[src/rtl/bit_alu_pkg.sv]
// rtl/bit_alu_pkg.sv - shared opcode enum, width default and result struct for bit_alu_16
package bit_alu_pkg;

   localparam int ALU_WIDTH = 16;

   typedef enum logic [2:0] {
      OP_ADD = 3'b000,
      OP_SUB = 3'b001,
      OP_AND = 3'b010,
      OP_OR  = 3'b011,
      OP_XOR = 3'b100,
      OP_NOT = 3'b101,
      OP_SHL = 3'b110,
      OP_SHR = 3'b111
   } alu_op_e;

   // carry holds carry-out, borrow or the bit shifted out; data is the result word
   typedef struct packed {
      logic                 carry;
      logic [ALU_WIDTH-1:0] data;
   } alu_res_t;

endpackage

[src/rtl/bit_alu_addsub.sv]
// rtl/bit_alu_addsub.sv - combinational add/subtract with carry or borrow in the extra top bit
module bit_alu_addsub
   import bit_alu_pkg::*;
#(
   parameter int WIDTH = ALU_WIDTH
) (
   input  logic [WIDTH-1:0] a,
   input  logic [WIDTH-1:0] b,
   input  logic             sub,
   output logic [WIDTH:0]   result
);

   // Zero-extending both operands makes bit WIDTH the carry on add and the
   // borrow (a < b, unsigned) on subtract, since the difference wraps below zero.
   assign result = sub ? ({1'b0, a} - {1'b0, b}) : ({1'b0, a} + {1'b0, b});

endmodule

[src/rtl/bit_alu_16.sv]
// rtl/bit_alu_16.sv - registered 8-operation ALU; optional flags under BIT_ALU_FLAGS_EN
module bit_alu_16
   import bit_alu_pkg::*;
#(
   parameter int WIDTH = ALU_WIDTH
) (
   input  logic             clk,
   input  logic             rst_n,
   input  logic             in_valid,
   input  logic [WIDTH-1:0] a,
   input  logic [WIDTH-1:0] b,
   input  logic [2:0]       alu_in,
   output logic [WIDTH-1:0] alu_out,
   output logic [WIDTH:0]   carryout,
   output logic             out_valid
`ifdef BIT_ALU_FLAGS_EN
   ,
   output logic             zero,
   output logic             negative,
   output logic             overflow
`endif
);

   alu_op_e        op;
   logic [WIDTH:0] sum_diff;
   alu_res_t       res_nxt;
   alu_res_t       res_q;
   logic           valid_q;

   assign op = alu_op_e'(alu_in);

   bit_alu_addsub #(
      .WIDTH (WIDTH)
   ) u_addsub (
      .a      (a),
      .b      (b),
      .sub    (op == OP_SUB),
      .result (sum_diff)
   );

   // Select the next extended result; logic ops leave the carry bit clear
   always_comb begin
      res_nxt = '0;
      unique case (op)
         OP_ADD,
         OP_SUB: res_nxt = sum_diff;
         OP_AND: res_nxt.data = a & b;
         OP_OR:  res_nxt.data = a | b;
         OP_XOR: res_nxt.data = a ^ b;
         OP_NOT: res_nxt.data = ~a;
         OP_SHL: res_nxt = {a[WIDTH-1], a[WIDTH-2:0], 1'b0};
         OP_SHR: res_nxt = {a[0], 1'b0, a[WIDTH-1:1]};
      endcase
   end

   // Capture the result on in_valid and hold it otherwise; out_valid pulses per capture
   always_ff @(posedge clk or negedge rst_n) begin
      if (!rst_n) begin
         res_q   <= '0;
         valid_q <= 1'b0;
      end else begin
         valid_q <= in_valid;
         if (in_valid) begin
            res_q <= res_nxt;
         end
      end
   end

   assign carryout  = res_q;
   assign alu_out   = res_q.data;
   assign out_valid = valid_q;

`ifdef BIT_ALU_FLAGS_EN
   logic ovf_nxt;

   // Signed overflow only has meaning for the arithmetic opcodes
   always_comb begin
      ovf_nxt = 1'b0;
      if (op == OP_ADD) begin
         ovf_nxt = (a[WIDTH-1] == b[WIDTH-1]) && (res_nxt.data[WIDTH-1] != a[WIDTH-1]);
      end else if (op == OP_SUB) begin
         ovf_nxt = (a[WIDTH-1] != b[WIDTH-1]) && (res_nxt.data[WIDTH-1] != a[WIDTH-1]);
      end
   end

   // Flags are captured alongside the result so they always describe alu_out
   always_ff @(posedge clk or negedge rst_n) begin
      if (!rst_n) begin
         zero     <= 1'b0;
         negative <= 1'b0;
         overflow <= 1'b0;
      end else if (in_valid) begin
         zero     <= (res_nxt.data == '0);
         negative <= res_nxt.data[WIDTH-1];
         overflow <= ovf_nxt;
      end
   end
`endif

endmodule

[config.mk]
export PLATFORM = sky130hd
export DESIGN_NAME = bit_alu_16
export DESIGN_NICKNAME = d
export VERILOG_FILES = /design/src/rtl/bit_alu_pkg.sv /design/src/rtl/bit_alu_addsub.sv /design/src/rtl/bit_alu_16.sv
export SDC_FILE = /design/constraint.sdc
export NUM_CORES = 1
export LEC_CHECK = 0
export CAP_MARGIN = 20
export CORE_MARGIN = 3
export CORE_UTILIZATION = 48
export DETAILED_ROUTE_END_ITERATION = 8
export GPL_TIMING_DRIVEN = 0
export HOLD_SLACK_MARGIN = 0.1
export PLACE_DENSITY = 0.79
export SKIP_CTS_REPAIR_TIMING = 1
export SLEW_MARGIN = 20
export SYNTH_ARGS = -nofsm -noshare
export SYNTH_HDL_FRONTEND = slang
export SYNTH_HIERARCHICAL = 1
export SYNTH_SLANG_ARGS = --single-unit
export TNS_END_PERCENT = 100
[constraint.sdc]
create_clock -name clk -period 0.8 [get_ports clk]
set_input_delay 0.24 -clock clk [delete_from_list [all_inputs] [get_ports clk]]
set_output_delay 0.24 -clock clk [all_outputs]
set_load 0.01 [all_outputs]
==> PnR_summary.wiki, run 1 <==
{| class="wikitable"
! Metric !! Value
|-
| Mean cell area of the mapped netlist || 7.59 um^2
|-
| Post-synthesis net count || 533
|-
| Total count of hold-check failures in the final report || 0
|-
| Standard cell with the maximum stage delay on the critical path || sky130_fd_sc_hd__or4_4
|-
| Top area cells in the synthesized netlist || sky130_fd_sc_hd__ha_1, sky130_fd_sc_hd__dfrtp_1, sky130_fd_sc_hd__inv_1, sky130_fd_sc_hd__xnor2_1, sky130_fd_sc_hd__buf_4
|-
| Dominant combinational cell family by area after synthesis || compound AO/OA/AOI/OAI gates
|-
| Tightest hold margin || between 0.04 and 0.05 ns
|-
| Cell type with the largest total area after synthesis || sky130_fd_sc_hd__ha_1
|-
| Post-synthesis sequential area ratio || 13.3%
|-
| Final worst path period need || 3.02 ns
|-
| Share of layout cells above drive strength 1 || 34.5%
|-
| Number of clock sinks || 18
|-
| HPWL reported at the end of detailed placement || about 8 mm
|-
| Number of diodes || 0
|-
| Number of enable-type register cells in the synthesized netlist || 0
|-
| Number of buffers on the longest clock path || 2
|-
| Global route total overflow || 0
|-
| Ports || 72
|-
| Number of warning messages in the yosys log || 6
|-
| Critical path fanouts, max || 5
|-
| Top cell type's share of synthesized area || 18.1%
|-
| Pin count of the biggest net entering global routing || 19
|-
| Number of violations reported at the end of detailed-routing iteration 0 || 486
|-
| Clock-pin slew on the worst setup and hold paths || 0.07 ns
|-
| CTS tree || yes
|-
| Reg-to-reg critical path startpoint || alu_out[14]
|-
| Worst reg2reg path depth || 3
|-
| DRC viols || 0
|-
| Area share of and/or/nand/nor cells after synthesis || 15.0%
|-
| Detailed-route wire length per cell || about 18 um
|-
| CTS H-tree lvls || 1
|-
| Post-route antenna net violation count || 0
|-
| Setup TNS after final layout || -40.18 ns
|-
| Share of the cycle needed by the critical path after routing || 378%
|-
| Number of buffers added by the clock tree synthesis step || 3
|-
| Later-pin clock latency in the skew report || 0.26 ns
|-
| Clock Skews || 0 ns
|-
| Synthesized-area fraction occupied by ao, oa, aoi and oai cells || 27.1%
|-
| Worst min path class || primary input to asynchronous set/reset pin
|-
| Area share of xor/xnor cells in the synthesized design || 7.00%
|-
| Count of state elements after synthesis || 18
|-
| Worst setup SP type || primary input
|-
| Startpoint-to-endpoint class of the critical path || primary input to flip-flop
|-
| Maximum resistive drop on vdd || between 600 and 700 uV
|-
| Crit path setup slack, layout || -2.22 ns
|-
| Vias per Instance || 5.98
|-
| Final count of pins violating max slew || 0
|-
| Layout overhead on the synthesized area || 48.9%
|-
| Port buffer count || 69
|-
| Floorplan row count || 29
|-
| Post-synthesis instance total || 445
|-
| Data required time of the critical path || between 0.9 and 1 ns
|-
| Run status || complete, but fails checks
|-
| Critical R2R Capture || alu_out[14]
|-
| Wire length of the first global-routing pass || 16.3 mm
|-
| Drt first pass iters || 6
|-
| Async SR Flop Fraction || 100%
|-
| Maximum clock frequency || 0.331 GHz
|-
| Violations in the final reports || negative setup slack
|-
| Relative slew margins || 47.0%
|-
| Final RePlAce weighted congestion || slightly above 0.9
|-
| Synthesized-area fraction occupied by adder cells || 18.7%
|-
| Height of the die || 89.9 um
|-
| Power consumption || 6.07 mW
|-
| Antenna violations before repair || 1
|-
| Prevailing post-synth register cell || sky130_fd_sc_hd__dfrtp_1
|-
| PD cells || 1210 nW/um^2
|-
| Reg2reg setup slack || -0.05 ns
|-
| Die area || 8080 um^2
|-
| Slew at the pin with the worst max-slew slack || around 0.79 ns
|-
| Total leakage power || 2.45 nW
|-
| Cell Chain, Critical Path || buf_12, or2_1, buf_6, buf_8, nor2_4, buf_6, buf_8, mux2i_4, ha_1, nor2b_4, o2111ai_2, a21oi_2, or4_4, nand3_4, o21ai_1, o22ai_1
|-
| WP data arrival || 3.20 ns
|-
| Die width || 89.9 um
|-
| Starting density of the core || 51.5%
|-
| Post-synthesis instance area || 3380 um^2
|-
| Routed vias || roughly 3900
|-
| Net total in the final layout || 645
|-
| Nature of the critical path endpoint || flip-flop
|-
| Max-capacitance violation count || 0
|-
| Standard cell core area || 6570 um^2
|-
| Number of global-route vias before repair || about 3200
|-
| Setup repair after global routing missed its margin || true
|-
| Share of cell area taken by muxes after synthesis || 4.59%
|-
| Unique cell type count in the Yosys netlist || just under 60
|-
| Number of endpoints failing setup at the final stage || 51
|-
| CTS root buf || sky130_fd_sc_hd__clkbuf_8
|-
| Global routing usage summed across all routing layers || about a quarter
|-
| Final routed wirelength across all metal layers || 11.9 mm
|-
| Highest cell delay on the worst timing path || slightly above 0.5 ns
|}
stage by stage:
step	instance area [um^2]	setup slack, ns	util (%)	cells
6_report	5030	-2.22	76.6	649
5_1_grt	5030	-2.34	76.6	649
4_1_cts	4330	-3.06	65.9	611
3_5_place_dp	4270	-3.32	65.1	607
3_3_place_gp	4270	-3.32	65.1	607
2_1_floorplan	3470	-2.30	-	445
cells in the mapped netlist (9+ instances only):
cell / instances
sky130_fd_sc_hd__inv_1: 55
sky130_fd_sc_hd__o21ai_0: 18
sky130_fd_sc_hd__o21ai_1: 9
sky130_fd_sc_hd__buf_4: 22
sky130_fd_sc_hd__nor2_1: 39
sky130_fd_sc_hd__xnor2_1: 23
sky130_fd_sc_hd__mux2i_1: 11
sky130_fd_sc_hd__ha_1: 49
sky130_fd_sc_hd__a221oi_1: 10
sky130_fd_sc_hd__a21oi_1: 30
sky130_fd_sc_hd__dfrtp_1: 18
sky130_fd_sc_hd__o22ai_1: 19
sky130_fd_sc_hd__nand2b_1: 18
sky130_fd_sc_hd__o211ai_1: 14
sky130_fd_sc_hd__nand2_1: 17
registers in the layout (all words and copies together), names as in the netlist:
register,count
alu_out,16
carryout,1
out_valid,1
how the worst max path moves through the flow:
| stage | startpoint | endpoint | slack (ns) | cells after the start |
|---|---|---|---|---|
| finish | alu_in[2] | alu_out[9] | -2.22 | 16 |
| detailed placement | alu_in[2] | alu_out[14] | -3.32 | 18 |
| floorplan | alu_in[1] | alu_out[15] | -2.30 | 17 |
| global placement | alu_in[2] | alu_out[14] | -3.32 | 18 |
| CTS | alu_in[2] | alu_out[14] | -3.06 | 18 |
| global route | alu_in[2] | alu_out[9] | -2.34 | 17 |
power breakdown:
part	internal [mW]	switching [mW]
Clock	0.438	0.315
Sequential	1.04	0.120
Combinational	2.07	2.08
critical path, delay by kind of cell:
| kind | cells | cell delay, ns |
|---|---|---|
| adders and majority gates | 1 | 0.28 |
| and+or+nand+nor | 5 | 1.08 |
| AOI/OAI and AO/OA | 4 | 0.71 |
| muxes | 1 | 0.26 |
| buffers and inverters | 5 | 0.62 |
cell families (layout without fill, tap and decap cells):
logic type,Yosys count,in the layout
compound gates,138,138
flops,18,18
mux,14,14
buf+inv,97,208
fa+ha+maj,50,50
xor+xnor,27,27
simple gates,101,101
cells in the final DEF (no fill, tap or decap), types with 4 or more instances in the layout:
master,netlist,layout
sky130_fd_sc_hd__a21o_1,7,7
sky130_fd_sc_hd__a21oi_1,30,26
sky130_fd_sc_hd__a21oi_2,2,4
sky130_fd_sc_hd__a221oi_1,10,9
sky130_fd_sc_hd__a222oi_1,4,4
sky130_fd_sc_hd__a31oi_1,4,4
sky130_fd_sc_hd__buf_2,8,5
sky130_fd_sc_hd__buf_4,22,41
sky130_fd_sc_hd__buf_6,3,43
sky130_fd_sc_hd__clkbuf_2,0,19
sky130_fd_sc_hd__clkbuf_8,0,4
sky130_fd_sc_hd__clkdlybuf4s50_1,0,19
sky130_fd_sc_hd__dfrtp_1,18,18
sky130_fd_sc_hd__dlymetal6s2s_1,0,12
sky130_fd_sc_hd__ha_1,49,39
sky130_fd_sc_hd__ha_2,0,8
sky130_fd_sc_hd__inv_1,55,53
sky130_fd_sc_hd__mux2i_1,11,10
sky130_fd_sc_hd__nand2_1,17,14
sky130_fd_sc_hd__nand2b_1,18,18
sky130_fd_sc_hd__nor2_1,39,31
sky130_fd_sc_hd__nor2_2,1,6
sky130_fd_sc_hd__o211ai_1,14,14
sky130_fd_sc_hd__o21ai_0,18,10
sky130_fd_sc_hd__o21ai_1,9,11
sky130_fd_sc_hd__o21ai_2,0,4
sky130_fd_sc_hd__o22ai_1,19,18
sky130_fd_sc_hd__xnor2_1,23,19
sky130_fd_sc_hd__xnor2_2,0,4
routing by layer:
layer | share of wire, % | track usage (%) | vias to the layer above
met3 | 7.3 | 3.67 | 32
li1 | - | - | 1775
met2 | 48 | 39.5 | 220
met4 | 2.4 | 5.23 | 2
met1 | 42 | 33.1 | 1849
met5 | 0.17 | 0 | -
final cells by class:
cell class | count | area, um^2
plain buffers | 34 | 334
clock buffers | 4 | 55.1
fillers | 452 | 1540
inverters | 57 | 221
multi-input cells | 330 | 2820
flip-flops and latches | 18 | 450
well taps | 93 | 116
repair buffers | 113 | 1040
(Power assumes the default switching activity.)
==> inputs of run 2 (changes only) <==
- CAP_MARGIN: 20 -> default
- SLEW_MARGIN: 20 -> 10
==> results of run 2 <==
No change in the layout: final DEF, timing and power equal those of run 1.
